[config.mk]
export PLATFORM = sky130hd
export DESIGN_NAME = i2c_tx_engine
export DESIGN_NICKNAME = d
export VERILOG_FILES = /design/src/rtl/i2c_tx_engine.sv
export SDC_FILE = /design/constraint.sdc
export NUM_CORES = 1
export LEC_CHECK = 0
export CORE_MARGIN = 2
export CORE_UTILIZATION = 50
export CTS_CLUSTER_SIZE = 12
export DETAILED_ROUTE_END_ITERATION = 16
export GPL_TIMING_DRIVEN = 0
export PLACE_DENSITY_LB_ADDON = 0.25
export SLEW_MARGIN = 20
export SYNTH_ARGS = -nofsm -noshare
export SYNTH_HDL_FRONTEND = slang
export SYNTH_SLANG_ARGS = --single-unit
[constraint.sdc]
create_clock -name clk -period 2.77 [get_ports clk]
set_input_delay 0.277 -clock clk [delete_from_list [all_inputs] [get_ports clk]]
set_output_delay 0.277 -clock clk [all_outputs]
set_load 0.01 [all_outputs]
[src/rtl/i2c_tx_engine.sv]
// I2C transmit datapath: a small word FIFO feeding a bit shifter that moves on
// the falling edges of the synchronised SCL. It also samples the slave's ACK and flushes the FIFO on NACK.
module i2c_tx_engine #(
   parameter int DATA_WIDTH = 8,
   parameter int FIFO_DEPTH = 4,
   parameter int MSB_FIRST  = 1
) (
   input  logic                              clk,
   input  logic                              rst_n,
   input  logic [DATA_WIDTH-1:0]             tx_data,
   input  logic                              tx_valid,
   output logic                              tx_ready,
   input  logic                              tx_en,
   input  logic                              scl_in,
   input  logic                              sda_in,
   output logic                              sda_out,
   output logic                              busy,
   output logic                              byte_done,
   output logic                              nack,
   output logic [$clog2(FIFO_DEPTH+1)-1:0]   fifo_level
);

   localparam int PW = $clog2(FIFO_DEPTH);
   localparam int LW = $clog2(FIFO_DEPTH+1);
   localparam int CW = $clog2(DATA_WIDTH+1);

   typedef enum logic [1:0] {IDLE, SHIFT, ACK_WAIT, ACK_END} state_t;

   logic scl_s1, scl_s, scl_d, sda_s1, sda_s;
   logic scl_fall, scl_rise;

   always_ff @(posedge clk or negedge rst_n) begin
      if (!rst_n) begin
         scl_s1 <= 1'b1;
         scl_s  <= 1'b1;
         scl_d  <= 1'b1;
         sda_s1 <= 1'b1;
         sda_s  <= 1'b1;
      end else begin
         scl_s1 <= scl_in;
         scl_s  <= scl_s1;
         scl_d  <= scl_s;
         sda_s1 <= sda_in;
         sda_s  <= sda_s1;
      end
   end

   assign scl_fall = scl_d & ~scl_s;
   assign scl_rise = ~scl_d & scl_s;

   logic [DATA_WIDTH-1:0] mem [FIFO_DEPTH];
   logic [PW-1:0]         wptr, rptr;
   logic [LW-1:0]         count;
   logic                  full, empty, push, pop;
   logic [DATA_WIDTH-1:0] head;

   assign full       = (count == LW'(FIFO_DEPTH));
   assign empty      = (count == '0);
   assign tx_ready   = ~full;
   assign fifo_level = count;
   assign head       = mem[rptr];
   // A NACK flushes the FIFO, so a write arriving in that same cycle is lost too.
   assign push       = tx_valid & tx_ready & ~nack;

   always_ff @(posedge clk) begin
      if (push) mem[wptr] <= tx_data;
   end

   always_ff @(posedge clk or negedge rst_n) begin
      if (!rst_n) begin
         wptr  <= '0;
         rptr  <= '0;
         count <= '0;
      end else if (nack) begin
         wptr  <= '0;
         rptr  <= '0;
         count <= '0;
      end else begin
         if (push) wptr <= wptr + PW'(1);
         if (pop)  rptr <= rptr + PW'(1);
         case ({push, pop})
            2'b10:   count <= count + LW'(1);
            2'b01:   count <= count - LW'(1);
            default: count <= count;
         endcase
      end
   end

   state_t                state, state_nx;
   logic [CW-1:0]         bit_cnt, cnt_nx;
   logic [DATA_WIDTH-1:0] shreg, sh_nx;
   logic                  sda_nx, acked, acked_nx, start;
   logic                  first_bit, next_bit;
   logic [DATA_WIDTH-1:0] head_sh, shreg_sh;

   assign first_bit = (MSB_FIRST != 0) ? head[DATA_WIDTH-1]  : head[0];
   assign next_bit  = (MSB_FIRST != 0) ? shreg[DATA_WIDTH-1] : shreg[0];
   assign head_sh   = (MSB_FIRST != 0) ? {head[DATA_WIDTH-2:0], 1'b0}  : {1'b0, head[DATA_WIDTH-1:1]};
   assign shreg_sh  = (MSB_FIRST != 0) ? {shreg[DATA_WIDTH-2:0], 1'b0} : {1'b0, shreg[DATA_WIDTH-1:1]};

   always_ff @(posedge clk or negedge rst_n) begin
      if (!rst_n) begin
         state   <= IDLE;
         bit_cnt <= '0;
         shreg   <= '0;
         sda_out <= 1'b1;
         acked   <= 1'b0;
      end else begin
         state   <= state_nx;
         bit_cnt <= cnt_nx;
         shreg   <= sh_nx;
         sda_out <= sda_nx;
         acked   <= acked_nx;
      end
   end

   always_comb begin
      state_nx  = state;
      cnt_nx    = bit_cnt;
      sh_nx     = shreg;
      sda_nx    = sda_out;
      acked_nx  = acked;
      pop       = 1'b0;
      start     = 1'b0;
      byte_done = 1'b0;
      nack      = 1'b0;
      if (!tx_en) begin
         state_nx = IDLE;
         cnt_nx   = '0;
         sda_nx   = 1'b1;
      end else begin
         case (state)
            IDLE:
               start = scl_fall & ~empty;
            SHIFT:
               if (scl_fall) begin
                  if (bit_cnt < CW'(DATA_WIDTH)) begin
                     sda_nx = next_bit;
                     sh_nx  = shreg_sh;
                     cnt_nx = bit_cnt + CW'(1);
                  end else begin
                     sda_nx   = 1'b1;
                     cnt_nx   = '0;
                     state_nx = ACK_WAIT;
                  end
               end
            ACK_WAIT:
               if (scl_rise) begin
                  byte_done = ~sda_s;
                  nack      = sda_s;
                  acked_nx  = ~sda_s;
                  state_nx  = ACK_END;
               end
            ACK_END:
               if (scl_fall) begin
                  if (acked && !empty) begin
                     start = 1'b1;
                  end else begin
                     state_nx = IDLE;
                     sda_nx   = 1'b1;
                  end
               end
            default: begin
               state_nx = IDLE;
               sda_nx   = 1'b1;
            end
         endcase
         // Word load is shared by the idle start and the back-to-back path.
         if (start) begin
            pop      = 1'b1;
            sda_nx   = first_bit;
            sh_nx    = head_sh;
            cnt_nx   = CW'(1);
            state_nx = SHIFT;
         end
      end
   end

   assign busy = (state != IDLE);

endmodule

== After elaboration in Yosys (flattened, before gate mapping) ==
Memories as Yosys holds them, arrays and structs flattened.
Index checks and enable logic that the tools add are counted.
Storage, ports and cells
  bits in registers: 28
  RAM bits: 32
  output and inout port bits: 8
  memories kept: 1
Memories
  mem: words 4, width 8, read ports 1, clocked after memory_dff 0, wr ports 1, line 51  | logic [DATA_WIDTH-1:0] mem [FIFO_DEPTH];
Cells by class
  add/sub/neg operators: 5
  order comparisons: 1
  equal/unequal tests: 15
  multiplexer cells: 44
  bitwise gates (word level): 11
  reductions and logical operators: 16
Operators by type and width (count)
  8-bit two-way mux: 4
  2-bit two-way mux: 11
  4-bit two-way mux: 5
  4-bit != test, second input constant: 5
  1-bit two-way mux: 19
  2-bit nonzero test: 6
  4-bit AND reduction: 2
  2-bit equality test, second input constant: 3
  3-bit by 1-bit != test with 1-bit output, second input constant: 2
  1-bit inverter: 6
  2-bit one-hot mux with 3 select lines: 1
  3-bit one-hot mux with 2 select lines: 1
  6-bit AND reduction: 1
  1-bit AND: 5
  5-bit by 1-bit != test with 1-bit output, second input constant: 1
  2-bit by 1-bit adder with 2-bit output, second input constant: 2
  4-bit by 1-bit adder with 4-bit output, second input constant: 1
  2-bit by 1-bit equality test with 1-bit output, second input constant: 2
  4-bit < comparator, second input constant: 1
  4-bit by 1-bit != test with 1-bit output, second input constant: 1
  1-bit one-hot mux with 2 select lines: 2
  3-bit by 1-bit adder with 3-bit output, second input constant: 1
  3-bit equality test, second input constant: 1
  3-bit zero test: 1
  other kinds (8): 8

== Longest topological paths before layout ==
  depth in word-level cells: 12
  depth in mapped cells: 10
  depth with buffers taken out: 10

== Worst setup path before layout ==
No wires, ideal clock.
  path type: register -> register
  from: register state[0]
  to: register count[2] (netlist: fifo_level[2])
  setup time: 79 ps
  arrival: 2115 ps
  required time: 2691 ps
  path slack: 575 ps
  cell stages (with the launch flop): 11
  buffers on the path: 0
  path through: dfrtp_1 -> inv_1 -> ha_1 -> nand4_1 -> inv_1 -> nor2_1 -> nor2_1 -> fa_1 -> and3_1 -> mux2i_1 -> mux2i_1
On the way
  word-level cells in the longest chain between the ends: 8
RTL lines
  from (decl): line 89  | state_t state, state_nx;
  from (signal assigned): line 109  | state <= state_nx;
  2-bit equality test (*): line 132  | case (state)
  1-bit two-way mux (*): line 132
  1-bit two-way mux (*): line 127  | if (!tx_en) begin
  net nack: line 19  | output logic nack,
  1-bit inverter: line 63  | assign push = tx_valid & tx_ready & ~nack;
  1-bit AND: line 63
  2-bit by 1-bit equality test with 1-bit output or 2-bit equality test (tied branches): line 81  | case ({push, pop})
  3-bit one-hot mux with 2 select lines: line 81
  3-bit two-way mux: line 74  | end else if (nack) begin
  to (signal assigned): line 82  | 2'b10: count <= count + LW'(1);
  to (signal assigned): line 83  | 2'b01: count <= count - LW'(1);
  to (signal assigned): line 84  | default: count <= count;
  to (decl): line 53  | logic [LW-1:0] count;
The timed path passes the listed nets; every way through them passes the cells marked *. The select of a mux whose other input is x is not followed.
A chain may end at the register's enable or synchronous reset.

== Worst setup path in the final report ==
  from: register state[0]
  to: register count[2] (netlist: fifo_level[2])
On the way
  word-level cells in the longest chain between the ends: 8
RTL lines (line)
  2-bit equality test or 2-bit zero test (tied branches): 132
  1-bit one-hot mux with 2 select lines or 1-bit two-way mux (tied branches): 132
  1-bit two-way mux: 127
  1-bit two-way mux or 1-bit inverter (tied branches): 169, 63
  1-bit two-way mux or 1-bit AND (tied branches): 127, 63
  2-bit by 1-bit equality test with 1-bit output or 2-bit equality test (tied branches): 81
  3-bit one-hot mux with 2 select lines: 81
  3-bit two-way mux: 74
Several ways; a longest one is shown, not always the timed one. The select of a mux whose other input is x is not followed.

==> run_results.csv <==
group,metric,value,unit
outcome,status,"finished, final reports clean",
global_route,antenna_found_initial,0,
global_route,top_usage_layer,"met2",
timing,setup_viol,0,
drt,drtIter0Drc,122,
clocking,cts_tree,"done",
drt,detailroute.via_count,1658,
synthesis,syn_nets,220,
power_and_ir_drop,swShare,30.6,%
synthesis,async_flop_share,45.8,%
power_and_ir_drop,power_frac_seq,40.4,%
drt,first_pass_iters,4,
synthesis,synth_flop_cell,"edfxtp_1",
floorplanning,ioPinCount,22,
clocking,cts_buffers,9,
drt,antenna_left,0,
floorplanning,num_rows,27,
power_and_ir_drop,cellInternalPower,2210,uW
clocking,insertion_delay,340,ps
global_route,grt_pass1_vias,1614,
worst_setup_path,critPathMaxFanout,6,
placement,globalplace.congestion,0.786,
timing,min_period_over_period,89.8,%
layout,diodes,0,
clocking,clockBufferDepth,2,
worst_setup_path,start_kind,"flip-flop",
worst_setup_path,arrival,2750,ps
placement,port_buffers,21,
timing,whs,350,ps
timing,rsz0062_at_grt,"no",
floorplanning,start_util,50.9,%
clocking,htreeDepth,3,
floorplanning,fp.coreArea,5410,sq um
worst_hold_path,hold_class,"primary input to flip-flop",
power_and_ir_drop,powerDensity,969,nW/um^2
global_route,met3_usage,4.14,%
placement,dp.cells,288,
global_route,grt_start_max_net_pins,28,
global_route,grt.total_usage,17.2,%
power_and_ir_drop,p_sw,978,uW
layout,fillers,426,
synthesis,synth.distinct_cells,40,
global_route,gr-usage-met1,23.0,%
clocking,clkTransAtPathRegs,70,ps
power_and_ir_drop,comb_power_share,32.8,%
power_and_ir_drop,worst_ir_drop_vdd,0.518,mV
floorplanning,die_h,78.2,microns
timing,hold_viol_final,0,
synthesis,seq_area_frac_synth,59.8,%
synthesis,synth-edff-count,32,
timing,fmax,0.402,GHz
clocking,cts.sinks,59,
floorplanning,die_area,6110,sq um
placement,post-dp-hpwl,3280,microns
synthesis,postSynthCellCount,195,
global_route,grt_first_pass_wirelength,7880,microns
timing,drv_slew,0,
drt,wire_per_inst,15.4,microns
worst_setup_path,required,3030,ps
synthesis,ys_warn_count,0,
drt,wl,4750,microns
floorplanning,fp.dieW,78.2,microns
worst_setup_path,cp-startpoint,"state[0]",
layout,area_growth,19.7,%
clocking,root_buffer,"clkbuf_8",
timing,slew_headroom,55.8,%
timing,tightestPinTransition,646,ps
synthesis,syn_avg_cell_area,14.1,sq um
power_and_ir_drop,leakagePower,0.00132,uW
worst_setup_path,endpoint_kind,"flip-flop",
drt,viasPerCell,5.38,
worst_setup_path,reg2reg_from,"state[0]",
power_and_ir_drop,power_frac_clock,26.8,%
global_route,met2_usage,26.7,%
synthesis,ys_seq_elements,59,
global_route,overflow,0,
worst_setup_path,critPathKind,"flip-flop to flip-flop",
timing,fin_skew,8.21,ps
layout,drive_gt1_share,21.6,%
job,cap_violations,0,
timing,finalSetupTns,0,ps
layout,nNetsFinal,256,
worst_hold_path,holdCritStartpoint,"sda_in",
synthesis,synth_area,2750,sq um
timing,post-route-min-period,2490,ps
layout,fin_cells,308,
power_and_ir_drop,power,3190,uW
drt,drc,0,
flip-flops by register name, summed over array words and instances (netlist names):
name	cells
mem	32
sda_s	1
shreg	7
sda_s1	1
fifo_level	3
wptr	2
state	2
bit_cnt	4
acked	1
scl_s	1
rptr	2
scl_d	1
scl_s1	1
sda_out	1
repair_timing:
item | in CTS | in global routing
hold endpoints to repair | 21 | 0
endpoints found under the setup margin | 0 | 2
setup buffers | 0 | 3
hold buffers | 1 | 0
gates resized for setup | 0 | 1
stage by stage:
stage | setup slack (ps) | utilization (%) | cell area (sq um)
after CTS | 84.2 | 60.5 | 3270
after floorplan | 575 | - | 2750
after global placement | 158 | 56.5 | 3050
after global routing | 9.54 | 60.9 | 3290
after detailed placement | 126 | 56.4 | 3050
final | 281 | 60.9 | 3290
path summary, 6_finish.rpt:
| kind | cells past startpoint | end | slack, ps |
|---|---|---|---|
| max | 9 | fifo_level[2] | 280 |
| min | 1 | sda_s1 | 350 |
| max reg2reg | 9 | fifo_level[2] | 280 |
| min reg2reg | 0 | scl_s | 360 |
| max in group asynchronous | 2 | bit_cnt[3] | 1870 |
| min in group asynchronous | 2 | state[1] | 490 |
layout by cell type (no fill, tap or decap), types with 7 or more instances in the layout:
cell type,count
a21oi_1,12
clkbuf_8,9
clkdlybuf4s50_1,20
dfrtp_1,21
edfxtp_1,32
ha_1,10
inv_1,9
mux2_4,8
mux4_2,8
nand2_1,9
nand3_1,9
o21ai_0,7
cells by family (layout without fill, tap and decap cells):
kind of cell / count (synthesis) / after routing / share of synthesized area (%)
flops: 59 / 59 / 59.8
fa+ha+maj: 11 / 11 / 5.28
buf+inv: 16 / 57 / 2.77
xor+xnor: 3 / 3 / 0.955
compound gates: 27 / 27 / 6.05
mux: 24 / 24 / 14.0
simple gates: 55 / 55 / 11.2
routing by layer:
metal | vias up | part of all wire (%)
met5 | - | 0
met4 | 0 | 2.2
met3 | 10 | 2.5
met2 | 27 | 48
met1 | 822 | 47
li1 | 799 | -
power groups by stage:
stage	clock, uW	sequential, uW	combinational [uW]
2_1_floorplan	0	1280	771
3_3_place_gp	0	1300	1040
3_5_place_dp	0	1300	1060
4_1_cts	868	1290	1060
5_1_grt	901	1320	1170
6_report	855	1290	1050
worst max-delay path, stage by stage (launching register included):
cell	delay [ps]
dfrtp_1	390
inv_1	100
ha_1	350
nor3b_2	400
nand4_1	340
nor2_1	220
fa_1	210
a21oi_1	50
mux2i_1	160
mux2i_1	190
cell usage after synthesis (2+ instances only):
cell type	count	share of area, %
mux2_4	8	4.4
and3_1	2	0.45
or3_1	2	0.45
nor2b_1	4	0.91
nand2b_1	6	1.4
mux2i_1	5	1.8
nand3_1	9	1.6
and2_1	4	0.91
nor2_1	6	0.82
nand2_1	9	1.2
inv_1	10	1.4
o21ai_0	7	1.3
nor3_1	4	0.73
dfstp_2	6	5.7
a21oi_1	12	2.2
ha_1	10	4.5
buf_6	2	0.82
mux2_2	2	0.82
xnor2_1	3	0.96
clkbuf_1	3	0.41
nand4_1	4	0.91
edfxtp_1	32	35
dfrtp_1	21	19
mux4_2	8	6.5
cell type report:
type / count / area (sq um) / share of cell area [%]
tap: 72 / 90.1 / 2.73
multi-input combinational: 120 / 1030 / 31.3
clock inverter: 7 / 91.3 / 2.77
buffer: 6 / 38.8 / 1.18
sequential: 59 / 1640 / 49.9
timing repair buffer: 25 / 238 / 7.22
clock buffer: 9 / 124 / 3.76
inverter: 10 / 37.5 / 1.14
Power figures use the tool's default switching activity.
